$ cat src/rtl/mcb_write_gen_if.sv
// Write-generator bus: run control, write-FIFO data path, MCB command channel and status.
// The generator drives through the master modport; the memory side and test stimulus use slave.
interface mcb_write_gen_if #(
  parameter int unsigned DATA_W = 128,
  parameter int unsigned ADDR_W = 30
);
  logic              start;
  logic [1:0]        mode;
  logic              wr_rdy;
  logic              cmd_done;
  logic              wr_en;
  logic [DATA_W-1:0] wr_data;
  logic              cmd_en;
  logic [ADDR_W-1:0] cmd_addr;
  logic [6:0]        cmd_len;
  logic              busy;
  logic [31:0]       burst_cnt;
  logic              wrap;

  modport master (
    input  start, mode, wr_rdy, cmd_done,
    output wr_en, wr_data, cmd_en, cmd_addr, cmd_len, busy, burst_cnt, wrap
  );

  modport slave (
    output start, mode, wr_rdy, cmd_done,
    input  wr_en, wr_data, cmd_en, cmd_addr, cmd_len, busy, burst_cnt, wrap
  );
endinterface

$ cat src/rtl/mcb_write_gen.sv
// MCB write traffic generator: bursts of patterned beats plus one command per burst.
// Define MCB_WR_PRBS_EN to build the LFSR pattern for mode 11 (otherwise mode 11 = alternating).
module mcb_write_gen #(
  parameter int unsigned DATA_W     = 128,
  parameter int unsigned ADDR_W     = 30,
  parameter int unsigned BURST_LEN  = 64,
  parameter int unsigned CMD_THRESH = 40,
  parameter int unsigned ADDR_INC   = 'h400,
  parameter int unsigned START_ADDR = 0,
  parameter int unsigned END_ADDR   = 'h10000000 - 'h400
) (
  input  logic           clk,
  input  logic           rst,
  mcb_write_gen_if.master bus
);
  localparam int unsigned LANES = DATA_W / 32;
  localparam int unsigned BYTES = DATA_W / 8;
  localparam int unsigned THR   = (CMD_THRESH > BURST_LEN) ? BURST_LEN : CMD_THRESH;
  localparam logic [6:0]  BL7   = 7'(BURST_LEN);
  localparam logic [6:0]  THR7  = 7'(THR);

  typedef enum logic [1:0] {IDLE, LOAD, DRAIN} state_e;
  typedef enum logic [1:0] {M_ALT = 2'b00, M_CNT = 2'b01, M_ADR = 2'b10, M_PRBS = 2'b11} mode_e;

  state_e              state_q, state_d;
  mode_e               mode_q, mode_d, mode_eff_c;
  logic [6:0]          beat_q, beat_d;
  logic [31:0]         cnt_q, cnt_d;
  logic [DATA_W-1:0]   data_q, data_d;
  logic [ADDR_W-1:0]   addr_q, addr_d;
  logic [31:0]         burst_cnt_q, burst_cnt_d;
  logic                wr_en_q, wr_en_d;
  logic                cmd_en_q, cmd_en_d;
  logic                issued_q, issued_d;
  logic                done_q, done_d;
  logic                wrap_q, wrap_d;
  logic                busy_q, busy_d;
  logic                accept_c, start_burst_c, complete_c;
  logic [31:0]         lfsr_d;

  assign accept_c = wr_en_q & bus.wr_rdy;

`ifdef MCB_WR_PRBS_EN
  logic [31:0] lfsr_q;

  // Fibonacci LFSR x^32+x^22+x^2+x+1, one step per accepted beat
  always_ff @(posedge clk) begin
    if (rst) lfsr_q <= 32'h1;
    else     lfsr_q <= lfsr_d;
  end

  assign lfsr_d     = accept_c ? {lfsr_q[30:0], lfsr_q[31] ^ lfsr_q[21] ^ lfsr_q[1] ^ lfsr_q[0]}
                               : lfsr_q;
  assign mode_eff_c = mode_e'(bus.mode);
`else
  assign lfsr_d     = 32'h1;
  assign mode_eff_c = (bus.mode == 2'b11) ? M_ALT : mode_e'(bus.mode);
`endif

  function automatic logic [DATA_W-1:0] lanes(input logic [31:0] v);
    return {LANES{v}};
  endfunction

  always_ff @(posedge clk) begin
    if (rst) begin
      state_q     <= IDLE;
      mode_q      <= M_ALT;
      beat_q      <= '0;
      cnt_q       <= '0;
      data_q      <= {BYTES{8'hAA}};
      addr_q      <= ADDR_W'(START_ADDR);
      burst_cnt_q <= '0;
      wr_en_q     <= 1'b0;
      cmd_en_q    <= 1'b0;
      issued_q    <= 1'b0;
      done_q      <= 1'b0;
      wrap_q      <= 1'b0;
      busy_q      <= 1'b0;
    end else begin
      state_q     <= state_d;
      mode_q      <= mode_d;
      beat_q      <= beat_d;
      cnt_q       <= cnt_d;
      data_q      <= data_d;
      addr_q      <= addr_d;
      burst_cnt_q <= burst_cnt_d;
      wr_en_q     <= wr_en_d;
      cmd_en_q    <= cmd_en_d;
      issued_q    <= issued_d;
      done_q      <= done_d;
      wrap_q      <= wrap_d;
      busy_q      <= busy_d;
    end
  end

  always_comb begin
    state_d       = state_q;
    mode_d        = mode_q;
    beat_d        = beat_q;
    cnt_d         = cnt_q;
    data_d        = data_q;
    addr_d        = addr_q;
    burst_cnt_d   = burst_cnt_q;
    cmd_en_d      = cmd_en_q;
    issued_d      = issued_q;
    done_d        = done_q;
    wrap_d        = 1'b0;
    start_burst_c = 1'b0;
    complete_c    = 1'b0;

    if (accept_c) begin
      beat_d = beat_q + 7'd1;
      cnt_d  = cnt_q + 32'd1;
      case (mode_q)
        M_ALT:   data_d = ~data_q;
        M_CNT:   data_d = lanes(cnt_d);
        M_ADR:   data_d = lanes(32'(addr_q) + 32'(beat_d));
        default: data_d = lanes(lfsr_d);
      endcase
      if (!issued_q && beat_d == THR7) begin
        cmd_en_d = 1'b1;
        issued_d = 1'b1;
      end
    end

    // cmd_done only counts while a command is outstanding
    if (cmd_en_q && bus.cmd_done) begin
      cmd_en_d = 1'b0;
      done_d   = 1'b1;
    end

    case (state_q)
      IDLE:  if (bus.start) start_burst_c = 1'b1;
      LOAD:  if (beat_d == BL7) begin
               if (done_d) complete_c = 1'b1;
               else        state_d    = DRAIN;
             end
      DRAIN: if (done_d) complete_c = 1'b1;
      default: state_d = IDLE;
    endcase

    if (complete_c) begin
      burst_cnt_d = burst_cnt_q + 32'd1;
      beat_d      = '0;
      done_d      = 1'b0;
      issued_d    = 1'b0;
      if (addr_q >= ADDR_W'(END_ADDR)) begin
        addr_d = ADDR_W'(START_ADDR);
        wrap_d = 1'b1;
      end else begin
        addr_d = addr_q + ADDR_W'(ADDR_INC);
      end
      if (bus.start) start_burst_c = 1'b1;
      else           state_d       = IDLE;
    end

    // New burst: latch the pattern mode and load the first beat
    if (start_burst_c) begin
      state_d = LOAD;
      mode_d  = mode_eff_c;
      case (mode_eff_c)
        M_ALT:   data_d = {BYTES{8'hAA}};
        M_CNT:   data_d = lanes(cnt_d);
        M_ADR:   data_d = lanes(32'(addr_d));
        default: data_d = lanes(lfsr_d);
      endcase
    end

    wr_en_d = (state_d == LOAD);
    busy_d  = (state_d != IDLE);
  end

  assign bus.wr_en     = wr_en_q;
  assign bus.wr_data   = data_q;
  assign bus.cmd_en    = cmd_en_q;
  assign bus.cmd_addr  = addr_q;
  assign bus.cmd_len   = BL7;
  assign bus.busy      = busy_q;
  assign bus.burst_cnt = burst_cnt_q;
  assign bus.wrap      = wrap_q;
endmodule

$ cat src/flat_wrapper.sv
// flat-port wrapper written by rule: the top's interface ports become plain ports
module mcb_write_gen_flat 
#(
  parameter int unsigned DATA_W     = 128,
  parameter int unsigned ADDR_W     = 30,
  parameter int unsigned BURST_LEN  = 64,
  parameter int unsigned CMD_THRESH = 40,
  parameter int unsigned ADDR_INC   = 'h400,
  parameter int unsigned START_ADDR = 0,
  parameter int unsigned END_ADDR   = 'h10000000 - 'h400
)
  (clk, rst, bus_start, bus_mode, bus_wr_rdy, bus_cmd_done, bus_wr_en, bus_wr_data, bus_cmd_en, bus_cmd_addr, bus_cmd_len, bus_busy, bus_burst_cnt, bus_wrap);
  mcb_write_gen_if #(.DATA_W(DATA_W), .ADDR_W(ADDR_W)) bus_i ();
  input  logic clk;
  input  logic rst;
  input wire logic [$bits(bus_i.start)-1:0] bus_start;
  input wire logic [$bits(bus_i.mode)-1:0] bus_mode;
  input wire logic [$bits(bus_i.wr_rdy)-1:0] bus_wr_rdy;
  input wire logic [$bits(bus_i.cmd_done)-1:0] bus_cmd_done;
  output wire logic [$bits(bus_i.wr_en)-1:0] bus_wr_en;
  output wire logic [$bits(bus_i.wr_data)-1:0] bus_wr_data;
  output wire logic [$bits(bus_i.cmd_en)-1:0] bus_cmd_en;
  output wire logic [$bits(bus_i.cmd_addr)-1:0] bus_cmd_addr;
  output wire logic [$bits(bus_i.cmd_len)-1:0] bus_cmd_len;
  output wire logic [$bits(bus_i.busy)-1:0] bus_busy;
  output wire logic [$bits(bus_i.burst_cnt)-1:0] bus_burst_cnt;
  output wire logic [$bits(bus_i.wrap)-1:0] bus_wrap;
  assign bus_i.start = bus_start;
  assign bus_i.mode = bus_mode;
  assign bus_i.wr_rdy = bus_wr_rdy;
  assign bus_i.cmd_done = bus_cmd_done;
  assign bus_wr_en = bus_i.wr_en;
  assign bus_wr_data = bus_i.wr_data;
  assign bus_cmd_en = bus_i.cmd_en;
  assign bus_cmd_addr = bus_i.cmd_addr;
  assign bus_cmd_len = bus_i.cmd_len;
  assign bus_busy = bus_i.busy;
  assign bus_burst_cnt = bus_i.burst_cnt;
  assign bus_wrap = bus_i.wrap;
  mcb_write_gen #(.DATA_W(DATA_W), .ADDR_W(ADDR_W), .BURST_LEN(BURST_LEN), .CMD_THRESH(CMD_THRESH), .ADDR_INC(ADDR_INC), .START_ADDR(START_ADDR), .END_ADDR(END_ADDR)) u_core (.clk(clk), .rst(rst), .bus(bus_i));
endmodule
$ cat config.mk
export PLATFORM = sky130hd
export DESIGN_NAME = mcb_write_gen_flat
export DESIGN_NICKNAME = d
export VERILOG_FILES = /design/src/rtl/mcb_write_gen_if.sv /design/src/rtl/mcb_write_gen.sv /design/src/flat_wrapper.sv
export SDC_FILE = /design/constraint.sdc
export NUM_CORES = 1
export LEC_CHECK = 0
export CORE_MARGIN = 2
export CORE_UTILIZATION = 50
export CTS_CLUSTER_DIAMETER = 120
export DETAILED_ROUTE_END_ITERATION = 12
export MAX_ROUTING_LAYER = met4
export PLACE_DENSITY = 0.75
export SETUP_SLACK_MARGIN = 0.4
export SYNTH_ARGS = -nofsm -noshare
export SYNTH_HDL_FRONTEND = slang
export SYNTH_SLANG_ARGS = --single-unit
$ cat constraint.sdc
create_clock -name clk -period 9.9 [get_ports clk]
set_clock_uncertainty 0.15 [all_clocks]
set_input_delay 1.485 -clock clk [delete_from_list [all_inputs] [get_ports clk]]
set_output_delay 1.485 -clock clk [all_outputs]
set_load 0.01 [all_outputs]
==> results of run 1 <==
-- worst paths after layout --
kind	start	to	slack, ns	depth (start not counted)
setup / recovery	bus_wr_rdy	u_core.bus.wr_data[35]	4.77	9
hold / removal	u_core.issued_q	u_core.issued_q	0.32	2
setup reg to reg	u_core.beat_q[0]	u_core.bus.wr_data[88]	5.21	12
hold reg to reg	u_core.issued_q	u_core.issued_q	0.32	2
-- state kept, by name (all words and copies together), names as in the netlist --
name / count
u_core.bus.cmd_addr: 30
u_core.issued_q: 1
u_core.state_q: 2
u_core.cnt_q: 32
u_core.bus.wrap: 1
u_core.bus.wr_en: 1
u_core.bus.cmd_en: 1
u_core.bus.burst_cnt: 32
u_core.bus.busy: 1
u_core.beat_q: 7
u_core.done_q: 1
u_core.bus.wr_data: 128
u_core.mode_q: 2
-- per-layer routing --
metal | vias up | GRT usage | share of wire
met5 | - | - | 0
met4 | 0 | 0.1471 | 0.043
met3 | 144 | 0.05814 | 0.10
met2 | 826 | 0.5118 | 0.44
met1 | 6835 | 0.4676 | 0.42
li1 | 6428 | - | -
-- metrics by stage --
step           cells  instance area (µm²)  power, µW  hold WS (ns)
2_1_floorplan   1691                13400       1346        0.2821
3_3_place_gp    2119                15460       1543        0.3089
3_5_place_dp    2119                15460       1557        0.3088
4_1_cts         2167                16400       2615        0.3241
5_1_grt         2168                16400       2708        0.3479
6_report        2168                16400       2619        0.3203
-- kinds of logic after synthesis --
group,synth area share
simple gates,0.2384
buf+inv,0.04826
flops,0.3577
mux,0.003086
xor+xnor,0.07136
fa+ha+maj,0.02020
other cells,0.0005614
compound gates,0.2605
-- final cells by class --
| cell class | count | area share |
|---|---|---|
| Timing Repair Buffer | 223 | 0.1324 |
| Antenna cell | 1 | 0.0001525 |
| Inverter | 27 | 0.006178 |
| Sequential cell | 239 | 0.2917 |
| Clock buffer | 35 | 0.04607 |
| Clock inverter | 13 | 0.01114 |
| Tap cell | 335 | 0.02555 |
| Multi-Input combinational cell | 1295 | 0.4868 |
-- power groups by stage --
stage / Combinational (µW) / Clock [µW] / Sequential (µW)
floorplan: 217 / 0 / 1130
global placement: 432 / 0 / 1110
detailed placement: 443 / 0 / 1110
CTS: 446 / 1080 / 1090
global route: 484 / 1120 / 1100
finish: 450 / 1070 / 1090
-- cell usage in the layout (no fill, tap or decap), types with 12 or more instances in the layout --
cell / count
a211oi_1: 60
xnor2_1: 82
a21o_1: 12
or3_1: 42
o31ai_1: 12
o22a_1: 12
o21a_1: 12
nor2_1: 265
and2_1: 28
nor3_1: 48
o21ai_0: 111
buf_4: 24
clkbuf_16: 27
o22ai_1: 19
clkdlybuf4s50_1: 199
xor2_1: 27
o2111ai_1: 12
o211ai_1: 12
a21oi_1: 93
nand4_1: 28
a31oi_1: 15
nand3_1: 54
nand2_1: 87
ha_1: 20
and3_1: 30
dfxtp_1: 239
o32a_1: 16
inv_1: 27
nor4_1: 24
o221a_2: 16
-- worst min-delay path, cell delays in order, from the launching register on --
cell     delay (ns)
dfxtp_1        0.32
nor2_1         0.05
nor2_1         0.07
==> results.ini, run 1 <==
[floorplanning]
die_width_um=167.6
die_area_um2=28080
core.rowCount=59
core_um2=26130
initial_core_util=0.5119
die_h_um=167.6
top_level_ports=208

[timing]
tightest_slew_ns=1.191
setup_ws_ns=4.768
slew_viol_final=0
max_freq_mhz=194.9
rsz0062_at_grt=false
relSlewSlack=0.2025
hold_viol=0
setup_viol=0
tns_ns=0
min_period_over_period=0.5184
min_period_ns=5.132

[power]
clkPwrFrac=0.410
leakage_uw=0.005643
p_sw_uw=731.9
ir_drop_v=0.00009952
p_per_area_nw_per_um2=159.6
combPwrFrac=0.172
switching_share=0.2795
p_int_uw=1887
power_frac_seq=0.418

[synthesis]
synth_edf_count=0
synth_top_area_frac=0.3577
synthArstFlopShare=0
ys_seq_elements=239
netlist_area_um2=13380
yosys-top-cells-area=dfxtp_1 36%, nor2_1 7.4%, xnor2_1 5.4%
ys_top_cells_by_count=265 x nor2_1, 239 x dfxtp_1, 111 x o21ai_0
yosysTopAreaCell=dfxtp_1
ys_warn_count=0
yosysMostFrequentCell=nor2_1
synth_top_flop_cell=dfxtp_1
synth_cell_types=83
syn_avg_cell_area_um2=7.935
netlist_instances=1686
ys_seq_area_frac=0.3577

[worst_setup_path]
cp_top_family=simple AND/OR/NAND/NOR gates
crit_path_end_kind=register
required_ns=10.17
critPathKind=in -> reg
cp.arrival_ns=5.41
path_cells=clkdlybuf4s50_1, and3_1, or4_1, a221o_1, nand3_2, buf_4, nand2_1, a211o_1, o22a_1
critPathSlowestCell=buf_4
cp_num_buf_inv=2
cp-start-kind=input port
worstPathMaxFanout=80
slowest_delay_ns=0.67

[global_routing]
grt_use_total=0.3459
grt_pass1_vias=12900
grt_pass1_wl_mm=75.05
grt.overflow.total=0
antenna_found_initial=1
grt_start_max_net_pins=93

[placement]
preCtsSetupSlack_ns=4.355
hpwlAfterDp_mm=34.41
gp_congestion=1.020
port_buffers=200

[clock_network]
cts-root-buf=clkbuf_16
clockBufferDepth=3
cts.sink_count=239
cts-hold-fix-buffers=0
clock_latency_ns=0.56
tritoncts=done
post_cts_resized=0
cts_made_buffers=27
ctsHtreeMaxLevel=1
cts_setup_buffers=0
clkTransAtPathRegs_ns=0.06

[run_status]
outcome=finished, final reports clean

[final_layout]
regArea_um2=4785
finalNetCount=1841
area_growth_pct=22.62
nFillCells=2277
multi_input_area_um2=7986
fin_util=0.6277
drive_gt1_frac=0.06441

[drt]
drc=0
dr.pass1.iters=9
wl_per_cell_um=22.71
viasPerCell=6.565
via_count=14233
drtIter0Drc=2075
antenna_left=0
routed_wl_mm=49.24

[hold_path]
hold_class=reg -> reg

[run]
max_cap_violations=0

Power figures use the tool's default switching activity.
==> run 2, diff against run 1 <==
--- a/config.mk
+++ b/config.mk
@@ -10,7 +10,7 @@
 export CTS_CLUSTER_DIAMETER = 120
 export DETAILED_ROUTE_END_ITERATION = 12
 export MAX_ROUTING_LAYER = met4
-export PLACE_DENSITY = 0.75
+export PLACE_DENSITY = 0.78
 export SETUP_SLACK_MARGIN = 0.4
 export SYNTH_ARGS = -nofsm -noshare
 export SYNTH_HDL_FRONTEND = slang
==> constraint.sdc (replaced) <==
create_clock -name clk -period 4.6 [get_ports clk]
set_clock_uncertainty 0.15 [all_clocks]
set_input_delay 0.69 -clock clk [delete_from_list [all_inputs] [get_ports clk]]
set_output_delay 0.69 -clock clk [all_outputs]
set_load 0.01 [all_outputs]
==> results.ini, run 2 (synthesis results as in run 1) <==
[drt]
routed_wl_mm=49.44  ; +0.41%
viasPerCell=6.505  ; -0.91%
antenna_left=0  ; unchanged
drc=0  ; unchanged
wl_per_cell_um=22.35  ; -1.6%
dr.pass1.iters=5  ; -4
drtIter0Drc=2122  ; +2.3%
via_count=14389  ; +1.1%

[floorplanning]
die_area_um2=28080  ; unchanged
core_um2=26130  ; unchanged
top_level_ports=208  ; unchanged
die_h_um=167.6  ; unchanged
core.rowCount=59  ; unchanged
initial_core_util=0.5119  ; unchanged
die_width_um=167.6  ; unchanged

[power]
switching_share=0.2781  ; -0.001364
ir_drop_v=0.0002192  ; +120%
p_int_uw=4173  ; +120%
combPwrFrac=0.173  ; about the same
p_per_area_nw_per_um2=343.5  ; +120%
clkPwrFrac=0.419  ; +0.009
p_sw_uw=1608  ; +120%
leakage_uw=0.005892  ; +4.4%
power_frac_seq=0.408  ; -0.010

[worst_setup_path]
cp.arrival_ns=4.34  ; -1.07 ns
worstRegToRegCells=12  ; unchanged
required_ns=4.89  ; -5.28 ns
rr_endpoint=u_core.bus.wr_data[51]
critPathKind=in -> reg
cp-start-kind=input port
crit_path_end_kind=register
r2r_setup_slack_ns=0.56  ; -4.65 ns
r2r-start=u_core.beat_q[1]
worstPathMaxFanout=7  ; -91%

[global_routing]
grt_use_total=0.3506  ; +0.004663
grt_start_max_net_pins=78  ; -16%
antenna_found_initial=0  ; -1
grt_pass1_vias=13350  ; +3.5%
grt_pass1_wl_mm=76.88  ; +2.4%
grt.overflow.total=0  ; unchanged

[final_layout]
final_area_um2=16830  ; +2.6%
finalNetCount=1884  ; +2.3%
area_growth_pct=25.82
fin_util=0.6441  ; +0.01638
drive_gt1_frac=0.09270  ; +0.02829
regArea_um2=4786  ; about the same
nFillCells=2194  ; -3.6%
final_common_cell=nor2_1
layout_common_cells=265 x nor2_1, 238 x dfxtp_1, 199 x clkdlybuf4s50_1
antennaDiodeCount=0  ; -1
largest_reg_flops=128  ; unchanged
multi_input_area_um2=8026  ; +0.50%

[hold_path]
holdPathEnd=u_core.issued_q
hp-start=u_core.issued_q
hold_path_depth=2  ; unchanged
hold_class=reg -> reg

[clock_network]
clockBufferDepth=3  ; unchanged
cts.sink_count=239  ; unchanged
cts-root-buf=clkbuf_16
clock_latency_ns=0.56  ; about the same
tritoncts=done
clkTransAtPathRegs_ns=0.06  ; about the same
ctsHtreeMaxLevel=1  ; unchanged
cts_made_buffers=27  ; unchanged

[timing]
relSlewSlack=0.08576  ; -0.1167
rsz0062_at_grt=false
slew_viol_final=0  ; unchanged
min_period_over_period=0.8817
setup_viol=0  ; unchanged
tightest_slew_ns=1.357  ; +0.1660 ns
hold_viol=0  ; unchanged
min_period_ns=4.056
max_freq_mhz=246.6
tns_ns=0  ; unchanged

[placement]
gp_congestion=1.088  ; +6.7%
port_buffers=200  ; unchanged
hpwlAfterDp_mm=35.58  ; +3.4%
place_area_um2=15780  ; +2.0%

[run]
max_cap_violations=0  ; unchanged

[run_status]
outcome=finished, final reports clean

[run 2: changes by cell type in the layout (fill, tap and decap cells not counted), moves of 2 or more]
cell	before	now
clkbuf_8	5	7
o22ai_1	19	17
o22ai_2	0	2
a2111oi_2	2	4
clkbuf_1	3	0
a2111oi_0	5	2
buf_4	24	67
inv_6	1	3
a211oi_1	60	58
a211oi_2	1	3
[run 2: through the flow]
step | worst slack, ns | hold slack, ns | std cells | power [µW]
6_report | 0.5440 | 0.3425 | 2212 | 5781
5_1_grt | 0.3447 | 0.3711 | 2212 | 5964
4_1_cts | 0.4409 | 0.3357 | 2211 | 5768
3_5_place_dp | 0.1568 | 0.3226 | 2161 | 3377
3_3_place_gp | 0.1730 | 0.3026 | 2161 | 3348
2_1_floorplan | 0.7889 | 0.2821 | 1691 | 2897
[run 2: area by class of cell]
class,count,area share
sequential,239,0.2843
clock buffer,34,0.04586
timing repair buffer,266,0.1482
tap,335,0.02490
inverter,27,0.006021
multi-input combinational,1295,0.4768
clock inverter,16,0.01383
[run 2: worst max-delay path by stage]
stage          slack [ns]                       to        startpoint  cells after the start
2_1_floorplan        0.79    u_core.bus.wr_data[9]  u_core.beat_q[0]                     13
3_3_place_gp         0.17   u_core.bus.wr_data[33]        bus_wr_rdy                      8
3_5_place_dp         0.16   u_core.bus.wr_data[33]        bus_wr_rdy                      8
4_1_cts              0.44  u_core.bus.wr_data[122]  u_core.beat_q[0]                     12
5_1_grt              0.34   u_core.bus.wr_data[92]  u_core.beat_q[1]                     12
6_report             0.54   u_core.bus.wr_data[33]        bus_wr_rdy                      8
[run 2: power by group through the flow]
stage	registers [µW]	logic, µW	clock network (µW)
final	2360	1000	2420
after global routing	2380	1070	2510
after CTS	2350	988	2430
after detailed placement	2400	981	0
after global placement	2390	958	0
after floorplan	2430	467	0
[run 2: metal layers]
layer,GRT usage,wire length (µm),vias to the layer above
met4,0.1323,2131,0
met1,0.4547,20340,6846
met3,0.08532,5339,168
li1,-,-,6521
met2,0.5302,21620,854
met5,-,0,-
[run 2: worst max-delay path, stage by stage]
cell and delay [ns]:
clkdlybuf4s50_1 0.48, and3_1 0.24, or4_1 0.58, a221oi_4 0.57, o21ai_0 0.57, a311oi_1 0.71, o21ai_1 0.24, o22a_1 0.26
[run 2: timing repair]
item                                    4_1_cts  5_1_grt
endpoints found under the setup margin        0       47
setup buffers                                 0        1
hold buffers                                  0        0
resized for setup                             0       12
